## src/rtl/transpose_sequencer.sv

```systemverilog
// Row-to-column frame transpose with valid/ready on both sides.
// Define PINGPONG_EN for a second frame bank so filling overlaps draining.
module transpose_sequencer #(
    parameter int ROWS    = 4,
    parameter int COLUMNS = 8
) (
    input  logic               clk,
    input  logic               rst,
    input  logic               clear,
    input  logic               in_valid,
    output logic               in_ready,
    input  logic [COLUMNS-1:0] in_row,
    output logic               out_valid,
    input  logic               out_ready,
    output logic [ROWS-1:0]    out_col,
    output logic               out_last,
    output logic               busy
);

    localparam int RW = (ROWS > 1) ? $clog2(ROWS) : 1;
    localparam int CW = (COLUMNS > 1) ? $clog2(COLUMNS) : 1;
    localparam logic [RW-1:0] ROW_MAX = RW'(ROWS - 1);
    localparam logic [CW-1:0] COL_MAX = CW'(COLUMNS - 1);
`ifdef PINGPONG_EN
    localparam int NB = 2;
`else
    localparam int NB = 1;
`endif

    // Encodes the drain side: FILL means nothing is being emitted.
    typedef enum logic {
        FILL  = 1'b0,
        DRAIN = 1'b1
    } state_t;

    state_t          state_q, state_d;
    logic [RW-1:0]   row_idx_q, row_idx_d;
    logic [CW-1:0]   col_idx_q, col_idx_d;
    logic [COLUMNS-1:0] mem_q [NB][ROWS];

    logic            wr_bank_s;
    logic            rd_bank_s;
    logic            in_ready_s;
    logic            out_valid_s;
    logic            out_last_s;
    logic            busy_s;
    logic            in_fire_s;
    logic            out_fire_s;
    logic            last_fire_s;
    logic [ROWS-1:0] col_word_s;

    assign in_fire_s   = in_valid & in_ready_s;
    assign out_valid_s = (state_q == DRAIN);
    assign out_fire_s  = out_valid_s & out_ready;
    assign out_last_s  = out_valid_s & (col_idx_q == COL_MAX);
    assign last_fire_s = out_fire_s & out_last_s;

`ifdef PINGPONG_EN
    logic f_sel_q, f_sel_d;
    logic f_full_q, f_full_d;
    logic complete_s;
    logic d_free_s;

    assign wr_bank_s  = f_sel_q;
    assign rd_bank_s  = ~f_sel_q;
    assign in_ready_s = ~f_full_q;
    assign complete_s = f_full_q | (in_fire_s & (row_idx_q == ROW_MAX));
    assign d_free_s   = (state_q == FILL) | last_fire_s;
    assign busy_s     = (state_q == DRAIN) | (row_idx_q != '0) | f_full_q;

    // Next state: fill and drain advance independently; a complete fill bank swaps in when drain frees up.
    always_comb begin
        state_d   = state_q;
        row_idx_d = row_idx_q;
        col_idx_d = col_idx_q;
        f_sel_d   = f_sel_q;
        f_full_d  = f_full_q;
        if (clear) begin
            state_d   = FILL;
            row_idx_d = '0;
            col_idx_d = '0;
            f_sel_d   = 1'b0;
            f_full_d  = 1'b0;
        end else begin
            if (in_fire_s) begin
                row_idx_d = (row_idx_q == ROW_MAX) ? '0 : row_idx_q + RW'(1);
            end else begin
                row_idx_d = row_idx_q;
            end
            if (last_fire_s) begin
                state_d   = FILL;
                col_idx_d = '0;
            end else if (out_fire_s) begin
                col_idx_d = col_idx_q + CW'(1);
            end else begin
                col_idx_d = col_idx_q;
            end
            // Swap on the out_last edge keeps out_valid high across frames.
            if (complete_s && d_free_s) begin
                state_d   = DRAIN;
                col_idx_d = '0;
                f_sel_d   = ~f_sel_q;
                f_full_d  = 1'b0;
            end else begin
                f_full_d  = complete_s;
            end
        end
    end

    // Bank bookkeeping registers.
    always_ff @(posedge clk or posedge rst) begin
        if (rst) begin
            f_sel_q  <= 1'b0;
            f_full_q <= 1'b0;
        end else begin
            f_sel_q  <= f_sel_d;
            f_full_q <= f_full_d;
        end
    end
`else
    assign wr_bank_s  = 1'b0;
    assign rd_bank_s  = 1'b0;
    assign in_ready_s = (state_q == FILL);
    assign busy_s     = (state_q == DRAIN) | (row_idx_q != '0);

    // Next state: fill all rows, then drain all columns, never both at once.
    always_comb begin
        state_d   = state_q;
        row_idx_d = row_idx_q;
        col_idx_d = col_idx_q;
        if (clear) begin
            state_d   = FILL;
            row_idx_d = '0;
            col_idx_d = '0;
        end else begin
            case (state_q)
                FILL: begin
                    if (in_fire_s && (row_idx_q == ROW_MAX)) begin
                        row_idx_d = '0;
                        col_idx_d = '0;
                        state_d   = DRAIN;
                    end else if (in_fire_s) begin
                        row_idx_d = row_idx_q + RW'(1);
                    end else begin
                        row_idx_d = row_idx_q;
                    end
                end
                DRAIN: begin
                    if (last_fire_s) begin
                        col_idx_d = '0;
                        state_d   = FILL;
                    end else if (out_fire_s) begin
                        col_idx_d = col_idx_q + CW'(1);
                    end else begin
                        col_idx_d = col_idx_q;
                    end
                end
                default: begin
                    state_d   = FILL;
                    row_idx_d = '0;
                    col_idx_d = '0;
                end
            endcase
        end
    end
`endif

    // Control state registers.
    always_ff @(posedge clk or posedge rst) begin
        if (rst) begin
            state_q   <= FILL;
            row_idx_q <= '0;
            col_idx_q <= '0;
        end else begin
            state_q   <= state_d;
            row_idx_q <= row_idx_d;
            col_idx_q <= col_idx_d;
        end
    end

    // Frame storage: accepted row lands in the fill bank at row_idx.
    always_ff @(posedge clk or posedge rst) begin
        if (rst) begin
            for (int b = 0; b < NB; b++) begin
                for (int j = 0; j < ROWS; j++) begin
                    mem_q[b][j] <= '0;
                end
            end
        end else begin
            for (int b = 0; b < NB; b++) begin
                for (int j = 0; j < ROWS; j++) begin
                    if (in_fire_s && (int'(wr_bank_s) == b) && (int'(row_idx_q) == j)) begin
                        mem_q[b][j] <= in_row;
                    end else begin
                        mem_q[b][j] <= mem_q[b][j];
                    end
                end
            end
        end
    end

    // Column select: bit j of the output word is bit col_idx of row j.
    always_comb begin
        col_word_s = '0;
        for (int b = 0; b < NB; b++) begin
            for (int j = 0; j < ROWS; j++) begin
                if (int'(rd_bank_s) == b) begin
                    col_word_s[j] = mem_q[b][j][col_idx_q];
                end else begin
                    col_word_s[j] = col_word_s[j];
                end
            end
        end
    end

    assign in_ready  = in_ready_s;
    assign out_valid = out_valid_s;
    assign out_col   = out_valid_s ? col_word_s : '0;
    assign out_last  = out_last_s;
    assign busy      = busy_s;

endmodule
```

## config.mk

```make
export PLATFORM = sky130hd
export DESIGN_NAME = transpose_sequencer
export DESIGN_NICKNAME = d
export VERILOG_FILES = /design/src/rtl/transpose_sequencer.sv
export SDC_FILE = /design/constraint.sdc
export NUM_CORES = 1
export LEC_CHECK = 0
export BUFFER_PORTS_ARGS = -buffer_cell sky130_fd_sc_hd__buf_2
export CORE_MARGIN = 8
export CORE_UTILIZATION = 57
export CTS_CLUSTER_DIAMETER = 120
export DETAILED_ROUTE_END_ITERATION = 8
export GPL_ROUTABILITY_DRIVEN = 1
export PLACE_DENSITY = 0.77
export SETUP_SLACK_MARGIN = 0.15
export SYNTH_ARGS = -nofsm -noshare
export SYNTH_HDL_FRONTEND = slang
export SYNTH_SLANG_ARGS = --single-unit
```

## constraint.sdc

```tcl
create_clock -name clk -period 1.6 [get_ports clk]
set_input_delay 0.08 -clock clk [delete_from_list [all_inputs] [get_ports clk]]
set_output_delay 0.08 -clock clk [all_outputs]
set_load 0.03 [all_outputs]
```

# Word level (Yosys, flattened, before mapping)
# Cells that the tools add are included.
[totals]
output_inout_bits = 8
wordCells = 56
register_bits = 38
[classes]
n_eq_ne = 8
muxes = 22
magnitude_cmp = 1
reduce_logical = 10
addsub = 2
bitwise = 6
[op_table]
columns = ["op", "count"]
rows = [
  ["$bmux 1 s3", 4],
  ["$mux 3", 4],
  ["$mux 2", 4],
  ["$mux 1", 7],
  ["$eq 2x2->1 const B", 3],
  ["$pmux 3 s2", 1],
  ["$logic_and 1x1->1", 5],
  ["$and 1x1->1", 4],
  ["$lt 3x4->1 const B", 1],
  ["$mux 4", 1],
  ["$ne 4x2->1 const B", 1],
  ["$reduce_and 2->1", 2],
  ["$add 3x1->3 const B", 1],
  ["$eq 3x3->1 const B", 1],
  ["$ne 3x2->1 const B", 1],
  ["$reduce_bool 3->1", 1],
  ["$add 2x1->2 const B", 1],
  ["$eq 2x1->1 const B", 1],
  ["$logic_not 2->1", 1],
  ["$ne 2x2->1 const B", 1],
  ["$pmux 1 s2", 1],
  ["$reduce_bool 2->1", 1],
  ["$not 1->1", 1],
  ["$or 1x1->1", 1],
]

# Depth between registers and ports, before layout
# Gate-level depths: netlist of run 1.
[logic_depth]
word_depth = 6
depth_mapped = 5
mapped_depth_nobuf = 5

# Worst setup path after synthesis of run 1
# OpenSTA, ideal clock, no wires.
[synth_path]
path_type = "reg2out"
start = "register state_q, in the netlist out_valid"
end = "output port out_col[0]"
stages_incl_launch_ff = 3
required_ps = 1520
arrival_ps = 1347
path_slack_ps = 173
path_buffers = 0
cell_sequence = "dfrtp_1 -> inv_1 -> nor2_1"
[synth_between]
elab_chain_len = 1
[synth_lines]
columns = ["item", "line", "source"]
rows = [
  ["start: declaration", "36", "state_t state_q, state_d;"],
  ["start signal: assignment", "175", "state_q <= state_d;"],
  ["$mux 4", "218", "assign out_col = out_valid_s ? col_word_s : '0;"],
  ["end: declaration", "15", "output logic [ROWS-1:0] out_col,"],
]
# No other way between the ends.

# Worst setup path after layout of run 1
[layout_path]
start = "register col_idx_q[1]"
end = "output port out_col[2]"
[layout_between]
elab_chain_len = 3
[layout_lines]
columns = ["item", "line", "source"]
rows = [
  ["start: declaration", "38", "logic [CW-1:0] col_idx_q, col_idx_d;"],
  ["start signal: assignment", "177", "col_idx_q <= col_idx_d;"],
  ["$bmux 1 s3", "208", "col_word_s[j] = mem_q[b][j][col_idx_q];"],
  ["$mux 1 (implied by the code)", "208", ""],
  ["$mux 4", "218", ""],
]
# No other way between the ends. The select of a mux whose other input is x is not followed.

==> impl_metrics.json, run 1 <==
{
  "place_ws_ns": 0.1119,
  "p_int_w": 0.001805,
  "combPwrFrac": 0.230,
  "dp_hpwl_um": 2596,
  "cts_made_buffers": 5,
  "cts_tree": "done",
  "worstSetupStartpoint": "col_idx_q[1]$_DFFE_PP0P_",
  "die_w_um": 72.52,
  "slew_viol_final": 0,
  "antenna_found_initial": 0,
  "crit_path_cell_trace": "buf_6 -> mux4_2 -> mux2i_1 -> nor2_1 -> buf_4",
  "tightestPinTransition_ns": 0.4791,
  "period_share": 1.182,
  "cts.clk_slew.worst_paths_ns": 0.11,
  "start_kind": "register",
  "seqPwrFrac": 0.560,
  "worstPathRequired_ns": 1.52,
  "clock_path_buffers": 2,
  "slowest_delay_ns": 0.51,
  "rsz0062_at_grt": "yes",
  "ys_ff_latch": 38,
  "criticalPathCategory": "reg -> out",
  "hp-start": "in_row[6]",
  "peakVddDrop_v": 0.0007689,
  "grt_max_degree": 39,
  "fin_ws_ns": -0.2919,
  "seq_area_frac_synth": 0.5223,
  "layoutNonFillerInstCount": 209,
  "routed_wirelength_um": 3706,
  "violations": "setup timing",
  "io_pins": 21,
  "cts.sinks": 38,
  "gp_congestion": 0.8560,
  "grt.overflow.total": 0,
  "run_status": "finished with violations",
  "slew_headroom": 0.6806,
  "synthTopCellsByArea": "dfrtp_1 (52%), mux2_2 (21%), mux4_2 (9.9%)",
  "htreeDepth": 2,
  "io_buffers": 20,
  "first_iter_violations": 45,
  "nets": 183,
  "crit_buf_inv": 2,
  "cap_violations": 0,
  "place_area_sq_um": 2002,
  "p_leak_nw": 1.019,
  "crit_family": "multiplexers",
  "syn2layout_area_growth_pct": 25.09,
  "p_sw_frac": 0.2764,
  "grt_pass1_wl_um": 5954,
  "layout_min_cycle_time_ns": 1.892,
  "hp-class": "in -> reg",
  "nFillCells": 196,
  "tns_ns": -1.095,
  "switchingPower_w": 0.0006895,
  "drc": 0,
  "synth.cell_area_sq_um": 1820,
  "max_freq_mhz": 528.6,
  "arrival_ns": 1.81,
  "synth_warnings": 0,
  "wl_per_cell_um": 17.73,
  "hold_viol": 0,
  "setup_viol": 5,
  "r2r_start": "col_idx_q[1]$_DFFE_PP0P_",
  "ys_types": 20,
  "p_per_area_nw_per_um2": 1095,
  "yosysTopAreaCell": "dfrtp_1",
  "clkPwrFrac": 0.211,
  "start_util": 0.5963,
  "vias": 1149,
  "fin_util": 0.7459,
  "placed_cells": 192,
  "slowest_stage": "mux4_2",
  "dr.pass1.iters": 4,
  "diodes": 0,
  "drive_above_1_share": 0.5697,
  "avgSynthCellArea_sq_um": 14.56,
  "grt_pass1_vias": 1217,
  "vias_per_cell": 5.498,
  "grt_usage": 0.1488,
  "synth.top_cell.area_share": 0.5223,
  "stdcell_area_sq_um": 2277,
  "cts-root-buf": "clkbuf_4",
  "skew_ns": 0.006009,
  "die_h_um": 72.52,
  "syn_inst": 125,
  "core_sq_um": 3053,
  "syn-num-nets": 144,
  "ant_nets": 0,
  "worstSkewPairLatency_ns": 0.34,
  "end_kind": "output port",
  "cp_max_fo": 4,
  "core.rowCount": 20,
  "fp.dieArea_sq_um": 5258
}
layout make-up:
cell class                 count  area (sq um)  share of cell area
inverter                       4         18.77            0.008242
timing repair buffer          37         281.5              0.1236
multi-input combinational     78         904.6              0.3973
tap                           44         55.05             0.02418
clock buffer                   6         51.30             0.02253
clock inverter                 2         12.51            0.005495
sequential                    38         953.4              0.4187
cell usage in the layout, fill, tap and decap left out, types with 3 or more instances in the layout:
master          n
ha_4            4
dfrtp_1        36
buf_6           5
buf_2          14
mux4_2          8
buf_4          10
mux2i_1         6
clkbuf_4        5
nand2_4         3
nor2_1          7
mux2_2         33
nand2_1         3
dlygate4sd3_1   8
kinds of logic after synthesis:
family | count (synthesis) | share of synthesized area
AND/OR/NAND/NOR | 21 | 0.05704
buffers and inverters | 9 | 0.02680
multiplexers | 48 | 0.3423
flip-flops | 38 | 0.5223
adder cells (fa/ha/maj) | 6 | 0.04124
AO/OA/AOI/OAI | 3 | 0.01031
state kept, by name, indices dropped and copies added (netlist names):
| signal | flops |
|---|---|
| col_idx_q | 3 |
| mem_q | 32 |
| out_valid | 1 |
| row_idx_q | 2 |
per-stage QoR:
step	power, W	hold slack [ns]
CTS	0.002480	0.001895
finish	0.002495	0.02449
global route	0.002616	0.007878
floorplan	0.001765	0.1431
global placement	0.001908	0.2042
detailed placement	0.001945	0.2165
power groups by stage:
stage               clock (W)  combinational [W]  sequential, W
CTS                  0.000540           0.000556        0.00138
floorplan                   0           0.000434        0.00133
global route         0.000577           0.000624        0.00141
finish               0.000526           0.000573        0.00140
global placement            0           0.000511        0.00140
detailed placement          0           0.000541        0.00140
synthesized netlist by cell type (all sizes together):
cell type,number
dfrtp,38
mux2,34
mux4,8
nand2,7
nor2,7
ha,6
mux2i,6
buf,4
inv,4
a21oi,2
and3,2
nor2b,2
and2,1
clkbuf,1
nand3,1
nand3b,1
o41ai,1
path summary, 6_finish.rpt:
path | end | cells after the start | slack, ns
min in group asynchronous | mem_q[2]$_DFFE_PP0P_ | 4 | 0.39
max in group asynchronous | row_idx_q[1]$_DFFE_PP0P_ | 4 | 0.86
worst max-delay path | out_col[2] | 5 | -0.29
worst max register to register | col_idx_q[2]$_DFFE_PP0P_ | 6 | 0.06
worst min register to register | mem_q[7]$_DFFE_PP0P_ | 1 | 0.52
worst min-delay path | mem_q[22]$_DFFE_PP0P_ | 2 | 0.02
layer usage:
metal | share of wire | up-vias | global-route usage
met3 | 0.067 | 9 | 0.07025
met5 | 0 | - | 0
met2 | 0.45 | 29 | 0.2046
met1 | 0.46 | 586 | 0.1872
met4 | 0.021 | 0 | 0.08222
li1 | - | 525 | -
what timing repair did:
| item | in CTS | in global routing |
|---|---|---|
| setup endpoints to repair | 7 | 40 |
| pin swaps | 0 | 3 |
| endpoints found under the hold margin | 57 | 0 |
| gates resized for setup | 3 | 31 |
| hold buffers | 8 | 0 |
| buffers inserted | 0 | 1 |
Note: power is estimated with default switching activity, not from simulation.
==> run 2: changes to the inputs <==
--- a/config.mk
+++ b/config.mk
@@ -7,11 +7,11 @@
 export LEC_CHECK = 0
 export BUFFER_PORTS_ARGS = -buffer_cell sky130_fd_sc_hd__buf_2
 export CORE_MARGIN = 8
-export CORE_UTILIZATION = 57
+export CORE_UTILIZATION = 51
 export CTS_CLUSTER_DIAMETER = 120
 export DETAILED_ROUTE_END_ITERATION = 8
 export GPL_ROUTABILITY_DRIVEN = 1
-export PLACE_DENSITY = 0.77
+export PLACE_DENSITY = 0.73
 export SETUP_SLACK_MARGIN = 0.15
 export SYNTH_ARGS = -nofsm -noshare
 export SYNTH_HDL_FRONTEND = slang
==> constraint.sdc (replaced) <==
create_clock -name clk -period 1.64 [get_ports clk]
set_input_delay 0.082 -clock clk [delete_from_list [all_inputs] [get_ports clk]]
set_output_delay 0.082 -clock clk [all_outputs]
set_load 0.03 [all_outputs]
==> run 2 against run 1 <==
The flow still finishes with violations (setup timing). Critical path depth unchanged. Sequential power decreased by 3%. Hold slack better by 0.0056 ns. Total power decreased by 6.8%. Combinational power decreased by 4.4%. Routed wire length decreased by 5.9%. Sequential share of layout area is 1.9 points higher. Global-route usage shrank 0.95 points. Cell count is 0.48% lower. Design area decreased by 4.7%. Clock skew up 0.0030 ns. Die area rose by 9.1%. Critical endpoint unchanged. Highest routed layer unchanged.
==> impl_metrics.json, run 2 (same netlist as run 1, synthesis figures left out) <==
{
  "start_kind": "register",
  "die_h_um": 75.75,
  "fin_util": 0.6405,
  "nets": 181,
  "place_ws_ns": 0.08080,
  "layout_min_cycle_time_ns": 1.898,
  "io_buffers": 20,
  "fp.dieArea_sq_um": 5737,
  "io_pins": 21,
  "core.rowCount": 21,
  "hold_slack_ns": 0.03008,
  "gp_congestion": 0.8291,
  "first_iter_violations": 42,
  "slew_viol_final": 0,
  "cts.clk_slew.worst_paths_ns": 0.10,
  "hold_viol": 0,
  "rsz0062_at_grt": "yes",
  "drc": 0,
  "setup_viol": 6,
  "tns_ns": -1.143,
  "cts_made_buffers": 5,
  "grt.overflow.total": 0,
  "vias": 1109,
  "cts-root-buf": "clkbuf_4",
  "multiInputGateArea_sq_um": 840.8,
  "nFillCells": 254,
  "wl_per_cell_um": 16.77,
  "period_share": 1.157,
  "slew_headroom": 0.6914,
  "final_cell_mix": "dfrtp_1 (38), mux2_2 (33), buf_2 (15)",
  "max_flop_register": "mem_q",
  "drive_above_1_share": 0.5370,
  "routed_wirelength_um": 3489,
  "skew_ns": 0.008966,
  "grt_max_degree": 39,
  "cap_violations": 0,
  "dr.pass1.iters": 4,
  "run_status": "finished with violations",
  "hp-class": "in -> reg",
  "worstPathRequired_ns": 1.56,
  "dp_hpwl_um": 2695,
  "p_leak_nw": 1.003,
  "cts_tree": "done",
  "tightestPinTransition_ns": 0.4629,
  "start_util": 0.5371,
  "fin_ws_ns": -0.2583,
  "htreeDepth": 2,
  "worstSkewPairLatency_ns": 0.32,
  "max_freq_mhz": 526.8,
  "reg_top3": "mem_q: 32 flops, col_idx_q: 3 flops, row_idx_q: 2 flops",
  "cts.sinks": 38,
  "p_per_area_nw_per_um2": 1071,
  "layout_commonest_cell": "dfrtp_1",
  "placed_cells": 194,
  "diodes": 0,
  "grt_pass1_wl_um": 5927,
  "peakVddDrop_v": 0.0006993,
  "vias_per_cell": 5.332,
  "criticalPathCategory": "reg -> out",
  "grt_usage": 0.1393,
  "seq_area_sq_um": 950.9,
  "antenna_found_initial": 0,
  "end_kind": "output port",
  "grt_pass1_vias": 1213,
  "core_sq_um": 3390,
  "syn2layout_area_growth_pct": 19.24,
  "violations": "setup timing",
  "largest_reg_flops": 32,
  "clock_path_buffers": 2,
  "ant_nets": 0,
  "layoutNonFillerInstCount": 208,
  "die_w_um": 75.75,
  "cp_max_fo": 8,
  "arrival_ns": 1.82
}
==> run 2: layer usage <==
| layer | vias up | track usage | routed length [um] | share of wire |
|---|---|---|---|---|
| met5 | - | 0 | 0 | 0 |
| met2 | 16 | 0.2338 | 1768 | 0.51 |
| met1 | 562 | 0.1704 | 1543 | 0.44 |
| met4 | 0 | 0.05544 | 26 | 0.0075 |
| li1 | 529 | - | - | - |
| met3 | 2 | 0.02763 | 150 | 0.043 |
==> run 2: power by group <==
group | switching [W] | internal, W | total, W
Sequential | 0.000155 | 0.00120 | 0.00136
Combinational | 0.000199 | 0.000349 | 0.000548
Clock | 0.000258 | 0.000162 | 0.000420
Total | 0.000612 | 0.00171 | 0.00232
==> run 2: metrics by stage <==
step | power [W] | instance area (sq um)
after floorplan | 0.001722 | 1821
after global placement | 0.001863 | 2017
after detailed placement | 0.001900 | 2017
after CTS | 0.002332 | 2127
after global routing | 0.002467 | 2171
final | 0.002325 | 2171
==> run 2: worst max-delay path, cell delays in order, from the launching register on <==
cell and delay [ns]:
dfrtp_1 0.41, buf_12 0.15, mux4_2 0.52, mux2i_2 0.19, nor2_1 0.07, buf_4 0.17
==> run 2: path summary, 6_finish.rpt <==
path / endpoint / start / slack (ns) / cells past startpoint
max in group asynchronous: mem_q[13]$_DFFE_PP0P_ / rst / 0.91 / 4
worst min register to register: mem_q[14]$_DFFE_PP0P_ / mem_q[14]$_DFFE_PP0P_ / 0.51 / 1
worst max-delay path: out_col[2] / col_idx_q[1]$_DFFE_PP0P_ / -0.26 / 5
worst min-delay path: mem_q[25]$_DFFE_PP0P_ / in_row[1] / 0.03 / 2
min in group asynchronous: col_idx_q[2]$_DFFE_PP0P_ / rst / 0.40 / 4
worst max register to register: col_idx_q[2]$_DFFE_PP0P_ / col_idx_q[1]$_DFFE_PP0P_ / -0.06 / 7
==> run 2: final cells by class <==
| class | instances | share of cell area |
|---|---|---|
| flip-flops and latches | 38 | 0.4380 |
| multi-input cells | 78 | 0.3873 |
| repair buffers | 35 | 0.1205 |
| well taps | 46 | 0.02651 |
| clock buffers | 7 | 0.02075 |
| inverters | 4 | 0.006916 |
==> run 2: repair_timing <==
item | 4_1_cts | 5_1_grt
hold buffers | 2 | 0
pin swaps | 1 | 4
buffers inserted | 3 | 2
resized for setup | 8 | 8
hold endpoints to repair | 41 | 0
setup endpoints to repair | 14 | 22
